File: src/rtl/pattern_seq_detector.sv
// Serial pattern detector: compares the last PAT_W valid bits against a
// runtime pattern, with overlapping/non-overlapping modes and a saturating match counter.
module pattern_seq_detector #(
    parameter int PAT_W = 3,
    parameter int CNT_W = 8
) (
    input  logic             clk,
    input  logic             rst,
    input  logic             bit_valid,
    input  logic             bit_in,
    input  logic [PAT_W-1:0] pattern,
    input  logic             overlap,
    input  logic             clear,
    output logic             seq_detected,
    output logic             detected_sticky,
    output logic [CNT_W-1:0] match_count
);

    localparam int FILL_W = $clog2(PAT_W + 1);
    localparam logic [FILL_W-1:0] FILL_MAX = FILL_W'(PAT_W);
    localparam logic [CNT_W-1:0]  CNT_MAX  = {CNT_W{1'b1}};

    logic [PAT_W-1:0]  hist_q, hist_d;
    logic [FILL_W-1:0] fill_q, fill_d;
    logic [CNT_W-1:0]  count_q, count_d;
    logic              det_q, det_d;
    logic              sticky_q, sticky_d;

    logic [PAT_W-1:0]  window;
    logic              fill_ok;
    logic              match;

    // The window is the history as it will look once bit_in is shifted in;
    // the oldest history bit falls off the top.
    assign window  = PAT_W'({hist_q, bit_in});
    assign fill_ok = (int'(fill_q) + 1) >= PAT_W;
    assign match   = bit_valid && fill_ok && (window == pattern);

    always_comb begin
        hist_d   = hist_q;
        fill_d   = fill_q;
        count_d  = count_q;
        sticky_d = sticky_q;
        det_d    = 1'b0;

        if (clear) begin
            // Clear wins over a coincident match and drops the partial history.
            hist_d   = '0;
            fill_d   = '0;
            count_d  = '0;
            sticky_d = 1'b0;
        end else if (bit_valid) begin
            hist_d = window;
            if (match) begin
                det_d    = 1'b1;
                sticky_d = 1'b1;
                if (count_q != CNT_MAX) begin
                    count_d = count_q + CNT_W'(1);
                end
                fill_d = overlap ? FILL_MAX : '0;
            end else if (fill_q != FILL_MAX) begin
                fill_d = fill_q + FILL_W'(1);
            end
        end
    end

    always_ff @(posedge clk or posedge rst) begin
        if (rst) begin
            hist_q   <= '0;
            fill_q   <= '0;
            count_q  <= '0;
            det_q    <= 1'b0;
            sticky_q <= 1'b0;
        end else begin
            hist_q   <= hist_d;
            fill_q   <= fill_d;
            count_q  <= count_d;
            det_q    <= det_d;
            sticky_q <= sticky_d;
        end
    end

    assign seq_detected    = det_q;
    assign detected_sticky = sticky_q;
    assign match_count     = count_q;

endmodule

File: config.mk
export PLATFORM = sky130hd
export DESIGN_NAME = pattern_seq_detector
export DESIGN_NICKNAME = d
export VERILOG_FILES = /design/src/rtl/pattern_seq_detector.sv
export SDC_FILE = /design/constraint.sdc
export NUM_CORES = 1
export LEC_CHECK = 0
export BUFFER_PORTS_ARGS = -buffer_cell sky130_fd_sc_hd__buf_4
export CAP_MARGIN = 25
export CELL_PAD_IN_SITES_DETAIL_PLACEMENT = 1
export CELL_PAD_IN_SITES_GLOBAL_PLACEMENT = 1
export CORE_ASPECT_RATIO = 0.8
export CORE_MARGIN = 10
export CORE_UTILIZATION = 35
export DETAILED_ROUTE_END_ITERATION = 12
export PLACE_DENSITY = 0.83
export SYNTH_ARGS = -nofsm -noshare
export SYNTH_HDL_FRONTEND = slang
export SYNTH_SLANG_ARGS = --single-unit
File: constraint.sdc
create_clock -name clk -period 2.2 [get_ports clk]
set_clock_uncertainty 0.05 [all_clocks]
set_input_delay 0.11 -clock clk [delete_from_list [all_inputs] [get_ports clk]]
set_output_delay 0.11 -clock clk [all_outputs]
set_load 0.1 [all_outputs]
==> summary.md, run 1 <==
| Metric | Value |
|---|---|
| Post-DP Area | 951 µm² |
| Synth Area in XOR/XNOR | 0.0338 |
| CP startpoint kind | register |
| Area share of the largest cell type after synthesis | 0.451 |
| Internal power | 0.000392 W |
| Final Wtd Congestion | 0.802 |
| Cells on Worst Hold Path | 2 |
| Final worst path period share | 0.935 |
| Hold Crit Class | input port to register |
| RSZ-0062 raised after global routing | false |
| CTS tree | yes |
| Clk sinks | 14 |
| Final ANT Viol Nets | 0 |
| Area grow syn2layout | 28.3% |
| Syn Std Cell Area | between 700 and 800 µm² |
| CTS H-tree depth | 1 |
| Peak supply drop | 0.000280 V |
| Hold Fails Final Rpt | 0 |
| Die footprint | 4520 µm² |
| Yosys top cell by area | dfrtp_1 |
| Hold wc startpoint | clear |
| Fmax | 486 MHz |
| Switch Pwr | roughly 0.00014 W |
| Post-route cell area | roughly 1000 µm² |
| Row count | 15 |
| Core Area | 2140 µm² |
| Synth cell types | 26 |
| Synthesized instance count | 82 |
| Critical path class | register to register |
| Rel. slew slack | 0.623 |
| Status | finished, final reports clean |
| Via count | 703 |
| Final slew viol count | 0 |
| Seq cells post-synth | 14 |
| Cell family with most CP delay | simple AND/OR/NAND/NOR gates |
| Largest cells by area after synthesis | dfrtp_1 (45%), ha_1 (6.4%), a21oi_1 (5.2%) |
| Mapped Nets | 95 |
| Worst-path clk slew | 0.10 ns |
| Diode count | 0 |
| Adder-cell share of the synthesized area | 0.0644 |
| Die X | 72.7 µm |
| WP data arrival | between 2 and 2.5 ns |
| Worst Tran Pin Value | 0.561 ns |
| Vias in the first global route | slightly below 800 |
| Post-synth top flop | dfrtp_1 |
| Clk_lat worst skew | 0.30 ns |
| First-pass GRT wire length | 3850 µm |
| CP endpoint kind | register |
| Largest net degree at the start of global routing | 16 |
| Max Buffers Root-to-Sink | 2 |
| Antenna violations before repair | 0 |
| EDFF count, synth | 0 |
| Share of synthesized registers carrying an async set or reset | 1.00 |
| Share of layout cells above drive strength 1 | 0.267 |
| Hold worst-path end | fill_q[0] |
| Flop pwr share | 0.502 |
| Initial Util | 0.363 |
| R2R Path Start | fill_q[0] |
| Setup slack, reg-to-reg | approximately 0.14 ns |
| Slowest cell on the critical path | or4_1 |
| Power share of the clock group | 0.378 |
| CTS root buf | clkbuf_4 |
| Post-DR vias/cell | about 5.4 |
| Req. time, crit path | 2.37 ns |
| Final Setup Violations | 0 |
| Tmin final | 2.06 ns |
| IO Port Bufs | 18 |
| Sequential area share after synthesis | 0.451 |
| Total negative slack | 0 ns |
| Worst path cell trace | inv_2, ha_1, o21ai_2, or4_4, or4_1, a21oi_1 |
| Switch share | 0.269 |
| CP Max Fanout | 11 |
| Avg Cell Area, Syn | 9.48 µm² |
| Post-Synth Simple-Gate Area | 0.230 |
| Post-layout util | 0.466 |
| Post-layout net count | 119 |
| Gr ovfl total | 0 |
| I/O pins | 19 |
| Die Ht | around 62 µm |
| WL/cell | 16.5 µm |
| Comb pwr share | 0.120 |
| Final WL | 2140 µm |
| Most common cell in the netlist | dfrtp_1 |
| Crit path buffers/inverters | 1 |
| Worst flop-to-flop path endpoint | match_count[5] |
| Mux cell area share after synthesis | 0.0515 |
| PD cells | 538 nW/µm² |
| Largest family of logic cells by synthesized area | simple AND/OR/NAND/NOR gates |
| Critical path's largest stage delay | 0.53 ns |
| Global router's overall resource usage | 0.105 |
| Max Cap Viol | 0 |
| Commonest cells post-synth | dfrtp_1 (14), nor2_1 (10), a21oi_1 (8) |
| YS warnings | 0 |
| # DRC | 0 |
| Leak | 0.458 nW |
| Synth Area in Compound Gates | 0.145 |
| Pre-antenna DRT Iters | 3 |
| Initial detailed-routing violation count | 17 |
| Worst R2R Path Depth | 6 |
| CTS Buf Count | 3 |
| Detail Placement HPWL | 1560 µm |
flip-flops by register name (all words and copies together) (netlist names):
register	count
match_count	8
hist_q	2
fill_q	2
seq_detected	1
detected_sticky	1
repair_timing:
item | in CTS | in global routing
pin swaps | 1 | 0
setup buffers | 0 | 0
resized for setup | 0 | 1
hold buffers | 1 | 0
endpoints found under the setup margin | 1 | 1
endpoints found under the hold margin | 14 | 0
metal layers:
layer	vias up	GRT usage	part of all wire
li1	341	-	-
met1	347	0.121	0.43
met2	13	0.170	0.49
met3	2	0.0413	0.063
met4	0	0.0355	0.012
met5	-	0	0
worst max path at each step:
| stage | cells after the start | to | from |
|---|---|---|---|
| floorplan | 5 | match_count[5] | match_count[0] |
| global placement | 6 | match_count[3] | fill_q[0] |
| detailed placement | 6 | match_count[5] | fill_q[0] |
| CTS | 6 | match_count[5] | fill_q[0] |
| global route | 6 | match_count[3] | fill_q[0] |
| finish | 6 | match_count[5] | fill_q[0] |
power by group through the flow:
stage	combinational (W)	sequential [W]	clock, W
CTS	0.0000660	0.000269	0.000206
global placement	0.0000620	0.000273	0
global route	0.0000720	0.000271	0.000220
detailed placement	0.0000640	0.000274	0
finish	0.0000643	0.000269	0.000203
floorplan	0.0000338	0.000278	0
kinds of logic after synthesis:
family / count (synthesis)
XOR/XNOR: 3
flip-flops: 14
AO/OA/AOI/OAI: 18
buffers and inverters: 5
adder cells (fa/ha/maj): 4
multiplexers: 4
AND/OR/NAND/NOR: 34
cell type report:
type	instances	area, µm²
fill	268	1140
multi-input combinational	63	408
sequential	14	350
timing repair buffer	21	160
clock buffer	4	36.3
tap	25	31.3
inverter	3	11.3
layout by cell type, fill, tap and decap left out, types with 2 or more instances in the layout:
cell type / Yosys / final
nand4_1: 2 / 2
nor2_1: 10 / 10
o31ai_1: 2 / 2
dfrtp_1: 14 / 14
mux2i_1: 4 / 4
ha_1: 4 / 4
nand2b_1: 3 / 3
or3_1: 2 / 2
a21oi_1: 8 / 8
nor4_1: 2 / 2
nor3_1: 3 / 3
clkbuf_4: 0 / 3
nand3_1: 4 / 4
o21ai_0: 3 / 3
inv_1: 3 / 2
nand2_1: 3 / 3
or4_1: 2 / 2
xor2_1: 3 / 3
buf_4: 0 / 20
per-stage QoR:
step	hold slack [ns]	worst slack, ns	total power, W	instances
global route	0.0353	0.0346	0.000563	130
detailed placement	0.160	0.0258	0.000338	125
global placement	0.154	0.120	0.000335	125
finish	0.0190	0.143	0.000537	130
CTS	0.0202	0.0774	0.000542	130
floorplan	-0.0508	0.0176	0.000312	82
(Power assumes the default switching activity.)
==> inputs of run 2 (changes only) <==
--- a/config.mk
+++ b/config.mk
@@ -11,9 +11,9 @@
 export CELL_PAD_IN_SITES_GLOBAL_PLACEMENT = 1
 export CORE_ASPECT_RATIO = 0.8
 export CORE_MARGIN = 10
-export CORE_UTILIZATION = 35
+export CORE_UTILIZATION = 38
 export DETAILED_ROUTE_END_ITERATION = 12
-export PLACE_DENSITY = 0.83
+export PLACE_DENSITY = 0.88
 export SYNTH_ARGS = -nofsm -noshare
 export SYNTH_HDL_FRONTEND = slang
 export SYNTH_SLANG_ARGS = --single-unit
==> run 2 against run 1 <==
Routed wire length rose by 5.6%; fmax increased by 0.32%; worst hold slack better by 0.022 ns; first-iteration DRC count increased by 65%; register-to-register slack about the same; flip-flop and latch count is the same; non-clock buffer count did not move; cell area decreased by 0.13%; largest cell class unchanged; largest power group unchanged.
==> summary.md, run 2 (same netlist as run 1, synthesis figures left out) <==
| Metric | Value |
|---|---|
| Status | finished, final reports clean (unchanged) |
| Final ANT Viol Nets | 0 (unchanged) |
| Final slew viol count | 0 (unchanged) |
| First-pass GRT wire length | 3750 µm (was 3850 µm) |
| # DRC | 0 (unchanged) |
| Via count | 720 (was 703) |
| Pre-CTS WS | 0.0172 ns (was 0.0258 ns) |
| Worst path cell trace | inv_2, ha_1, o21ai_2, or4_4, buf_4, or3_1, a21oi_1 (was inv_2, ha_1, o21ai_2, or4_4, or4_1, a21oi_1) |
| Req. time, crit path | 2.37 ns (about the same) |
| Hold Crit Class | input port to register (unchanged) |
| Flop pwr share | 0.507 (was 0.502) |
| Detail Placement HPWL | 1680 µm (was 1560 µm) |
| Final WL | 2260 µm (was 2140 µm) |
| Most frequent cells in the layout | buf_4 (20), dfrtp_1 (14), nor2_1 (10), a21oi_1 (8) (unchanged) |
| PD cells | 533 nW/µm² (was 538 nW/µm²) |
| Number of flip-flops in the largest register | 8 (unchanged) |
| CTS H-tree depth | 1 (unchanged) |
| Area grow syn2layout | 28.2% (was 28.3%) |
| Antenna violations before repair | 0 (unchanged) |
| Worst Tran Pin Value | 0.623 ns (was 0.561 ns) |
| CTS tree | yes (unchanged) |
| Row count | 14 (was 15) |
| WL/cell | 17.5 µm (was 16.5 µm) |
| Final worst slack | 0.149 ns (was 0.143 ns) |
| Internal power | 0.000392 W (about the same) |
| Final worst path period share | 0.932 (was 0.935) |
| DR WL met3 | 124 µm (was 135 µm) |
| Post-layout util | 0.522 (was 0.466) |
| Most common cell after layout, fill and taps aside | buf_4 (unchanged) |
| Largest net degree at the start of global routing | 16 (unchanged) |
| Hold Fails Final Rpt | 0 (unchanged) |
| CTS Buf Count | 3 (unchanged) |
| Initial detailed-routing violation count | 28 (was 17) |
| Pre-antenna DRT Iters | 4 (was 3) |
| CP Max Fanout | 8 (was 11) |
| Crit path buffers/inverters | 2 (was 1) |
| Hold WS | 0.0406 ns (was 0.0190 ns) |
| Cell family with most CP delay | simple AND/OR/NAND/NOR gates (unchanged) |
| Gr ovfl total | 0 (unchanged) |
| Initial Util | 0.407 (was 0.363) |
| CP endpoint kind | register (unchanged) |
| Share of layout cells above drive strength 1 | 0.267 (unchanged) |
| Critical path's largest stage delay | 0.48 ns (was 0.53 ns) |
| Clk_lat worst skew | 0.29 ns (was 0.30 ns) |
| Final Wtd Congestion | 0.821 (was 0.802) |
| CTS root buf | clkbuf_4 (unchanged) |
| I/O pins | 19 (unchanged) |
| Comb pwr share | 0.128 (was 0.120) |
| Vias in the first global route | 806 (was 796) |
| Diode count | 0 (unchanged) |
| Die Ht | 60.4 µm (was 62.1 µm) |
| Power share of the clock group | 0.365 (was 0.378) |
| Register area | 350 µm² (unchanged) |
| Core Area | 1910 µm² (was 2140 µm²) |
| Switch Pwr | 0.000138 W (was 0.000144 W) |
| Multi-input logic area | 408 µm² (unchanged) |
| Total negative slack | 0 ns (unchanged) |
| Post-layout net count | 119 (unchanged) |
| Max Cap Viol | 0 (unchanged) |
| IO Port Bufs | 18 (unchanged) |
| CP startpoint kind | register (unchanged) |
| RSZ-0062 raised after global routing | false (unchanged) |
| Final Setup Violations | 0 (unchanged) |
| Leak | 0.458 nW (unchanged) |
| Fmax | 488 MHz (was 486 MHz) |
| Clk sinks | 14 (unchanged) |
| Worst-path clk slew | 0.09 ns (was 0.10 ns) |
| Global router's overall resource usage | 0.107 (was 0.105) |
| Peak supply drop | 0.000377 V (was 0.000280 V) |
| Post-DR vias/cell | 5.58 (was 5.41) |
| Die footprint | 4260 µm² (was 4520 µm²) |
| Max Buffers Root-to-Sink | 2 (unchanged) |
| Die X | 70.6 µm (was 72.7 µm) |
| Tmin final | 2.05 ns (was 2.06 ns) |
| Top Layer Used | met4 (unchanged) |
| WL met1 | 963 µm (was 918 µm) |
| Fillers | 238 (was 268) |
| Switch share | 0.261 (was 0.269) |
| DR WL met2 | 1150 µm (was 1060 µm) |
| WP data arrival | 2.22 ns (was 2.23 ns) |
| Critical path class | register to register (unchanged) |
| Rel. slew slack | 0.581 (was 0.623) |
| Slowest cell on the critical path | or4_4 (was or4_1) |
run 2: worst reg2reg max path, cell delays in order, from the launching register on:
cell,delay [ns]
dfrtp_1,0.42
inv_2,0.09
ha_1,0.17
o21ai_2,0.07
or4_4,0.48
buf_4,0.19
or3_1,0.35
a21oi_1,0.17
run 2: through the flow:
step	std cells	power, W	cell area [µm²]
final	129	0.000531	996
after global placement	124	0.000335	950
after CTS	129	0.000534	996
after floorplan	82	0.000312	777
after detailed placement	124	0.000340	950
after global routing	129	0.000554	996
run 2: final timing paths:
| check | slack (ns) | depth (start not counted) | from | to |
|---|---|---|---|---|
| worst max register to register | 0.15 | 7 | fill_q[0] | match_count[0] |
| worst min-delay path | 0.04 | 2 | clear | match_count[3] |
| worst max-delay path | 0.15 | 7 | fill_q[0] | match_count[0] |
| worst min register to register | 0.50 | 2 | detected_sticky | detected_sticky |
| max in group asynchronous | 1.36 | 3 | rst | fill_q[0] |
| min in group asynchronous | 0.37 | 3 | rst | match_count[4] |
run 2: final cells by class:
| cell class | instances | share of cell area |
|---|---|---|
| multi-input cells | 63 | 0.410 |
| flip-flops and latches | 14 | 0.352 |
| repair buffers | 21 | 0.161 |
| clock buffers | 4 | 0.0364 |
| well taps | 24 | 0.0302 |
| inverters | 3 | 0.0113 |
run 2: routing by layer:
metal  global-route usage  vias up
met5                    0        -
met4               0.0248        0
met3               0.0440        5
met2                0.201       19
met1                0.111      352
li1                     -      344
run 2: timing repair:
action,CTS,global route
resized for setup,1,0
hold buffers,1,0
buffers inserted,0,0
setup endpoints to repair,1,3
pin swaps,0,1
endpoints found under the hold margin,14,0
run 2: power by group through the flow:
stage	registers [W]	logic, W	clock network [W]
2_1_floorplan	0.000278	0.0000338	0
3_3_place_gp	0.000273	0.0000623	0
3_5_place_dp	0.000274	0.0000660	0
4_1_cts	0.000269	0.0000679	0.000197
5_1_grt	0.000270	0.0000736	0.000210
6_report	0.000269	0.0000679	0.000194
